## config.mk

```make
export PLATFORM = sky130hd
export DESIGN_NAME = dsp_div_signed_iterative
export DESIGN_NICKNAME = d
export VERILOG_FILES = /design/src/rtl/dsp_div_pkg.sv /design/src/rtl/dsp_div_abs_neg.sv /design/src/rtl/dsp_div_signed_iterative.sv
export SDC_FILE = /design/constraint.sdc
export NUM_CORES = 1
export LEC_CHECK = 0
export ABC_AREA = 1
export BUFFER_PORTS_ARGS = -buffer_cell sky130_fd_sc_hd__buf_2
export CORE_ASPECT_RATIO = 1.5
export CORE_MARGIN = 1.5
export CORE_UTILIZATION = 40
export CTS_BUF_LIST = sky130_fd_sc_hd__clkbuf_2 sky130_fd_sc_hd__clkbuf_4 sky130_fd_sc_hd__clkbuf_8
export CTS_CLUSTER_DIAMETER = 150
export CTS_CLUSTER_SIZE = 12
export DETAILED_ROUTE_END_ITERATION = 10
export HOLD_SLACK_MARGIN = 0.12
export PLACE_DENSITY_LB_ADDON = 0.08
export SETUP_SLACK_MARGIN = 0.02
export SLEW_MARGIN = 10
export SYNTH_ARGS = -nofsm -noshare
export SYNTH_HDL_FRONTEND = slang
export SYNTH_SLANG_ARGS = --single-unit
```

## constraint.sdc

```tcl
create_clock -name clk -period 11.6 [get_ports clk]
set_clock_uncertainty 0.15 [all_clocks]
set_input_delay 1.16 -clock clk [delete_from_list [all_inputs] [get_ports clk]]
set_output_delay 1.16 -clock clk [all_outputs]
set_load 0.01 [all_outputs]
```

## src/rtl/dsp_div_pkg.sv

```systemverilog
// Shared types and sizing helpers for the iterative signed divider.
package dsp_div_pkg;

  localparam int unsigned DividendW = 38;
  localparam int unsigned DivisorW  = 18;

  typedef enum logic [1:0] {
    StIdle,
    StRun,
    StFix,
    StDone
  } state_e;

  // Counter must reach DIVIDEND_W itself, not just DIVIDEND_W-1.
  function automatic int unsigned cnt_width(int unsigned dividend_w);
    return $clog2(dividend_w + 1);
  endfunction

endpackage

```

## src/rtl/dsp_div_abs_neg.sv

```systemverilog
// Conditional two's-complement negate: value_o = neg_i ? -value_i : value_i.
module dsp_div_abs_neg #(
  parameter int unsigned Width = 8
) (
  input  logic [Width-1:0] value_i,
  input  logic             neg_i,
  output logic [Width-1:0] value_o
);

  always_comb begin
    value_o = value_i;
    if (neg_i) begin
      value_o = ~value_i + Width'(1);
    end
  end

endmodule

```

## src/rtl/dsp_div_signed_iterative.sv

```systemverilog
// Multi-cycle restoring signed divider, one quotient bit per clock, valid/ready both sides.
// Define DSP_DIV_REMAINDER_EN to build the rem_o port and remainder sign correction.
module dsp_div_signed_iterative
  import dsp_div_pkg::*;
#(
  parameter int unsigned DIVIDEND_W = DividendW,
  parameter int unsigned DIVISOR_W  = DivisorW
) (
  input  logic                  clk,
  input  logic                  reset,
  input  logic                  in_valid_i,
  output logic                  in_ready_o,
  input  logic [DIVIDEND_W-1:0] dividend_i,
  input  logic [DIVISOR_W-1:0]  divisor_i,
  output logic                  out_valid_o,
  input  logic                  out_ready_i,
  output logic [DIVIDEND_W-1:0] quot_o,
`ifdef DSP_DIV_REMAINDER_EN
  output logic [DIVISOR_W-1:0]  rem_o,
`endif
  output logic                  dbz_o,
  output logic                  ovf_o
);

  localparam int unsigned CntW = cnt_width(DIVIDEND_W);

  state_e                state_q, state_d;
  logic [CntW-1:0]       cnt_q, cnt_d;
  logic [DIVIDEND_W-1:0] dvd_q, dvd_d;    // dividend magnitude, becomes quotient magnitude
  logic [DIVISOR_W:0]    prem_q, prem_d;  // partial remainder
  logic [DIVISOR_W-1:0]  dsr_q, dsr_d;    // divisor magnitude
  logic                  qneg_q, qneg_d;
  logic                  dbz_q, dbz_d;
  logic                  ovf_q, ovf_d;
  logic [DIVIDEND_W-1:0] quot_q, quot_d;
`ifdef DSP_DIV_REMAINDER_EN
  logic                  rneg_q, rneg_d;
  logic [DIVISOR_W-1:0]  rem_q, rem_d;
  logic [DIVISOR_W-1:0]  rem_fix;
`endif

  logic [DIVIDEND_W-1:0] dvd_abs;
  logic [DIVISOR_W-1:0]  dsr_abs;
  logic [DIVIDEND_W-1:0] quot_fix;
  logic [DIVISOR_W:0]    shifted;
  logic [DIVISOR_W:0]    diff;
  logic                  fits;
  logic                  dividend_neg;
  logic                  divisor_neg;
  logic                  divisor_zero;
  logic                  is_ovf;

  assign dividend_neg = dividend_i[DIVIDEND_W-1];
  assign divisor_neg  = divisor_i[DIVISOR_W-1];
  assign divisor_zero = (divisor_i == '0);
  assign is_ovf       = (dividend_i == {1'b1, {(DIVIDEND_W-1){1'b0}}}) && (divisor_i == '1);

  dsp_div_abs_neg #(
    .Width (DIVIDEND_W)
  ) u_dvd_abs (
    .value_i (dividend_i),
    .neg_i   (dividend_neg),
    .value_o (dvd_abs)
  );

  dsp_div_abs_neg #(
    .Width (DIVISOR_W)
  ) u_dsr_abs (
    .value_i (divisor_i),
    .neg_i   (divisor_neg),
    .value_o (dsr_abs)
  );

  dsp_div_abs_neg #(
    .Width (DIVIDEND_W)
  ) u_quot_fix (
    .value_i (dvd_q),
    .neg_i   (qneg_q),
    .value_o (quot_fix)
  );

`ifdef DSP_DIV_REMAINDER_EN
  dsp_div_abs_neg #(
    .Width (DIVISOR_W)
  ) u_rem_fix (
    .value_i (prem_q[DIVISOR_W-1:0]),
    .neg_i   (rneg_q),
    .value_o (rem_fix)
  );
`endif

  // Partial remainder stays below |divisor|, so its top bit is normally clear; it is still
  // folded into the trial compare so the shift can never silently lose a bit.
  assign shifted = {prem_q[DIVISOR_W-1:0], dvd_q[DIVIDEND_W-1]};
  assign diff    = shifted - {1'b0, dsr_q};
  assign fits    = prem_q[DIVISOR_W] || (shifted >= {1'b0, dsr_q});

  always_comb begin
    state_d = state_q;
    cnt_d   = cnt_q;
    dvd_d   = dvd_q;
    prem_d  = prem_q;
    dsr_d   = dsr_q;
    qneg_d  = qneg_q;
    dbz_d   = dbz_q;
    ovf_d   = ovf_q;
    quot_d  = quot_q;
`ifdef DSP_DIV_REMAINDER_EN
    rneg_d  = rneg_q;
    rem_d   = rem_q;
`endif

    unique case (state_q)
      StIdle: begin
        if (in_valid_i) begin
          cnt_d  = '0;
          dbz_d  = divisor_zero;
          ovf_d  = is_ovf;
          dsr_d  = dsr_abs;
          qneg_d = dividend_neg ^ divisor_neg;
`ifdef DSP_DIV_REMAINDER_EN
          rneg_d = dividend_neg;
`endif
          if (divisor_zero) begin
            // Raw dividend low bits pass straight through as the remainder.
            dvd_d   = '1;
            prem_d  = {1'b0, dividend_i[DIVISOR_W-1:0]};
            qneg_d  = 1'b0;
`ifdef DSP_DIV_REMAINDER_EN
            rneg_d  = 1'b0;
`endif
            state_d = StFix;
          end else begin
            dvd_d   = dvd_abs;
            prem_d  = '0;
            state_d = StRun;
          end
        end
      end

      StRun: begin
        cnt_d = cnt_q + CntW'(1);
        // Counts 0..DIVIDEND_W-1 iterate; the final count is a settle cycle.
        if (cnt_q == CntW'(DIVIDEND_W)) begin
          state_d = StFix;
        end else begin
          dvd_d  = {dvd_q[DIVIDEND_W-2:0], fits};
          prem_d = fits ? diff : shifted;
        end
      end

      StFix: begin
        quot_d  = quot_fix;
`ifdef DSP_DIV_REMAINDER_EN
        rem_d   = rem_fix;
`endif
        state_d = StDone;
      end

      StDone: begin
        if (out_ready_i) begin
          state_d = StIdle;
        end
      end

      default: state_d = StIdle;
    endcase
  end

  always_ff @(posedge clk or posedge reset) begin
    if (reset) begin
      state_q <= StIdle;
      cnt_q   <= '0;
      dvd_q   <= '0;
      prem_q  <= '0;
      dsr_q   <= '0;
      qneg_q  <= 1'b0;
      dbz_q   <= 1'b0;
      ovf_q   <= 1'b0;
      quot_q  <= '0;
`ifdef DSP_DIV_REMAINDER_EN
      rneg_q  <= 1'b0;
      rem_q   <= '0;
`endif
    end else begin
      state_q <= state_d;
      cnt_q   <= cnt_d;
      dvd_q   <= dvd_d;
      prem_q  <= prem_d;
      dsr_q   <= dsr_d;
      qneg_q  <= qneg_d;
      dbz_q   <= dbz_d;
      ovf_q   <= ovf_d;
      quot_q  <= quot_d;
`ifdef DSP_DIV_REMAINDER_EN
      rneg_q  <= rneg_d;
      rem_q   <= rem_d;
`endif
    end
  end

  assign in_ready_o  = (state_q == StIdle);
  assign out_valid_o = (state_q == StDone);
  assign quot_o      = quot_q;
  assign dbz_o       = dbz_q;
  assign ovf_o       = ovf_q;
`ifdef DSP_DIV_REMAINDER_EN
  assign rem_o       = rem_q;
`endif

endmodule
```

==> metrics.md <==
| Metric | Value |
|---|---|
| # Max-Cap Violations | 0 |
| Vias per cell | just over 5 |
| Status | finished clean |
| # DRC | 0 |
| Count leader, synth | nand2_1 |
| Logic gate share of total power | 0.613 |
| # setup viols final | 0 |
| Port Buffer Count | 101 |
| Worst Path Arrival | 3.53 ns |
| Tot Pwr | 0.003094 W |
| Crit path cell chain | buf_2 -> nand2_2 -> inv_2 -> a21oi_2 -> inv_2 -> nand2_2 -> buf_4 -> inv_2 -> buf_4 -> o21ai_0 -> inv_1 -> a21oi_1 |
| #FFs+latches synth | 124 |
| Slowest cell delay on critical path | approximately 0.47 ns |
| Critical Path Start Type | input pin |
| Simple-gate area share of the yosys netlist | 0.3418 |
| Remaining antenna violation count after routing | 0 |
| TritonCTS Buffers | 17 |
| Buffers and inverters on the worst path | 7 |
| Largest net degree at the start of global routing | 76 |
| Fin crit share | 0.2839 |
| Skew-Pair Late Insertion Delay | 0.47 ns |
| Die area | 24850 um2 |
| Final Hold Viols | 0 |
| Slew HR | 0.3671 |
| RSZ-0062 raised after global routing | no |
| Area grow syn2layout | 11.77% |
| Tot GR Track Use | 0.2588 |
| CP most frequent cell | inv_2 |
| Yosys warns | 0 |
| Pint | about 0.0015 W |
| Via count | between 9000 and 10000 |
| Kind of critical path | in -> reg |
| Largest family of logic cells by synthesized area | simple AND/OR/NAND/NOR gates |
| CTS Sinks | ~120 |
| Top delay family on crit path | buffers and inverters |
| CTS tree | done |
| Yosys top cell by area | dfrtp_1 |
| Row count | slightly below 70 |
| Top FF cell, synth | dfrtp_1 |
| Mapped cell area | 9559 um2 |
| Critical path peak fanout | 60 |
| Post-Synthesis Cells | 1438 |
| Register area share after synthesis | 0.3246 |
| Multiplexer share of the synthesized area | 0 |
| Sw frac | 0.5129 |
| Synth Area in Compound Gates | 0.1524 |
| Fin Setup TNS | 0 ns |
| Switching pwr | 0.001587 W |
| Post-CTS Hold Fix Bufs | 0 |
| Drt pass-1 iters | 5 |
| Number of synthesized flops with an enable pin | 0 |
| # resized after CTS | 0 |
| Leakage power | 5.316 nW |
| # IOs | 102 |
| Max clock buf depth | 2 |
| Share of layout cells above drive strength 1 | 0.1302 |
| HPWL Detailed | 24200 um |
| Crit path capture type | flip-flop |
| Initial Util | 0.4056 |
| Starting DRT DRC Count | about 500 |
| FFs w/ async S/R, synth | 1.000 |
| CTS clock-pin slew for the worst setup and hold paths | 0.07 ns |
| Post-Place Setup Slack | 7.831 ns |
| CP Data Required Time | 11.84 ns |
| XOR/XNOR Fraction of Synth Area | 0.04856 |
| Min cycle time layout | roughly 3.3 ns |
| Clock power share | 0.124 |
| Final nets | 1606 |
| Mean post-synth cell area | 6.648 um2 |
| Slew @ Worst Pin | 0.9493 ns |
| Core Region | ~24000 um2 |
| Vias in the first global route | about 9400 |
| First-pass GRT wire length | a little under 50000 um |
| Post-CTS Setup Bufs | 0 |
| GP Congestion | between 0.9 and 1 |
| Wire per inst | 16.58 um |
| Synth Area in Adders | 0.03874 |
| CTS Root Buffer Type | clkbuf_8 |
| Netlist cell types | 48 |
| Power Dens Cells | 289.6 nW/um2 |
| Peak Freq | 303.7 MHz |
| Fin worst setup slack | 8.307 ns |
| Initial antenna violation count | 1 |
| Hold Path Class | reg -> reg |
| Die Ht | 192.3 um |
| Syn Nets | 1527 |
| Top-area cell type share of the netlist area | 0.3246 |
| Grt ovf | 0 |
| Synth cell count leaders | nand2_1 (352), nor2_1 (177), inv_1 (165), dfrtp_1 (124), nand3_1 (115) |
| Max Slew Vio Count | 0 |
| Reg power frac | 0.263 |
| Ranking of synthesized cells by area | dfrtp_1 (32%), nand2_1 (14%), nor2_1 (7.0%), inv_1 (6.5%), nand3_1 (6.0%) |
| H-tree depth | 4 |
| Die width | 129.2 um |
| Worst IR drop on VDD | 124.8 uV |
| Routed WL | 30660 um |
| Worst path slowest cell | buf_4 |
==> final cells by class <==
cell class | instances | area, um2
fillers | 2550 | 12880
multi-input cells | 1088 | 5560
flip-flops and latches | 124 | 3103
inverters | 177 | 669.4
repair buffers | 109 | 565.5
well taps | 319 | 399.1
clock buffers | 23 | 291.5
clock inverters | 8 | 92.59
diodes | 1 | 2.502
==> flip-flops by register name, indices dropped and copies added, names as in the netlist <==
signal / cells
dvd_q: 38
quot_o: 38
prem_q: 19
dsr_q: 18
cnt_q: 6
state_q: 2
dbz_o: 1
ovf_o: 1
qneg_q: 1
==> power groups by stage <==
stage | Clock, W | Combinational, W | Sequential [W]
3_3_place_gp | 0 | 0.00188 | 0.000818
6_report | 0.000385 | 0.00190 | 0.000814
3_5_place_dp | 0 | 0.00190 | 0.000818
5_1_grt | 0.000411 | 0.00218 | 0.000840
2_1_floorplan | 0 | 0.00141 | 0.000799
4_1_cts | 0.000395 | 0.00190 | 0.000811
==> metrics by stage <==
step                        util  std cells  instance area, um2  hold WS, ns
after floorplan                -       1438                9559       0.2991
final                     0.4533       1849               10680       0.3249
after global routing      0.4532       1848               10680       0.3485
after CTS                 0.4532       1848               10680       0.3302
after detailed placement  0.4369       1817               10300       0.3119
after global placement    0.4369       1817               10300       0.3088
==> cell usage in the layout (no fill, tap or decap), types with 21 or more instances in the layout <==
cell type and instances:
nor2_1 177, nand4_1 21, inv_1 164, o21ai_0 99, o21ai_1 28, dfrtp_1 124, nand2_1 352, a21oi_1 81
nand3_1 115, ha_1 27, buf_2 101, nand3b_1 27, xor2_1 46
==> tightest hold or removal path: stages (launching register included) <==
cell and delay, ns:
dfrtp_1 0.34, nand2_1 0.06, nand2_1 0.05
==> per-layer routing <==
layer	vias to the layer above	wire length [um]	part of all wire	track usage
li1	4852	-	-	-
met5	-	0	0	0
met4	0	1458	0.048	0.1361
met2	224	16100	0.52	0.4849
met3	62	1015	0.033	0.03216
met1	4316	12090	0.39	0.2796
==> logic make-up (layout without fill, tap and decap cells) <==
family	count (synthesis)	in the layout
compound gates	262	262
xor+xnor	53	53
fa+ha+maj	29	29
buf+inv	226	317
flops	124	124
other cells	0	1
simple gates	744	744
==> final timing paths <==
check,slack (ns),start,cells after the start,to
max in group asynchronous,9.29,reset,3,dvd_q[33]$_DFFE_PP0P_
hold reg to reg,0.32,quot_o[35]$_DFFE_PP0P_,2,quot_o[35]$_DFFE_PP0P_
min in group asynchronous,0.62,reset,2,prem_q[5]$_DFFE_PP0P_
setup / recovery,8.31,in_valid_i,12,prem_q[11]$_DFFE_PP0P_
hold / removal,0.32,quot_o[35]$_DFFE_PP0P_,2,quot_o[35]$_DFFE_PP0P_
setup reg to reg,8.36,state_q[0]$_DFFE_PP0P_,13,prem_q[11]$_DFFE_PP0P_
Power figures use the tool's default switching activity.
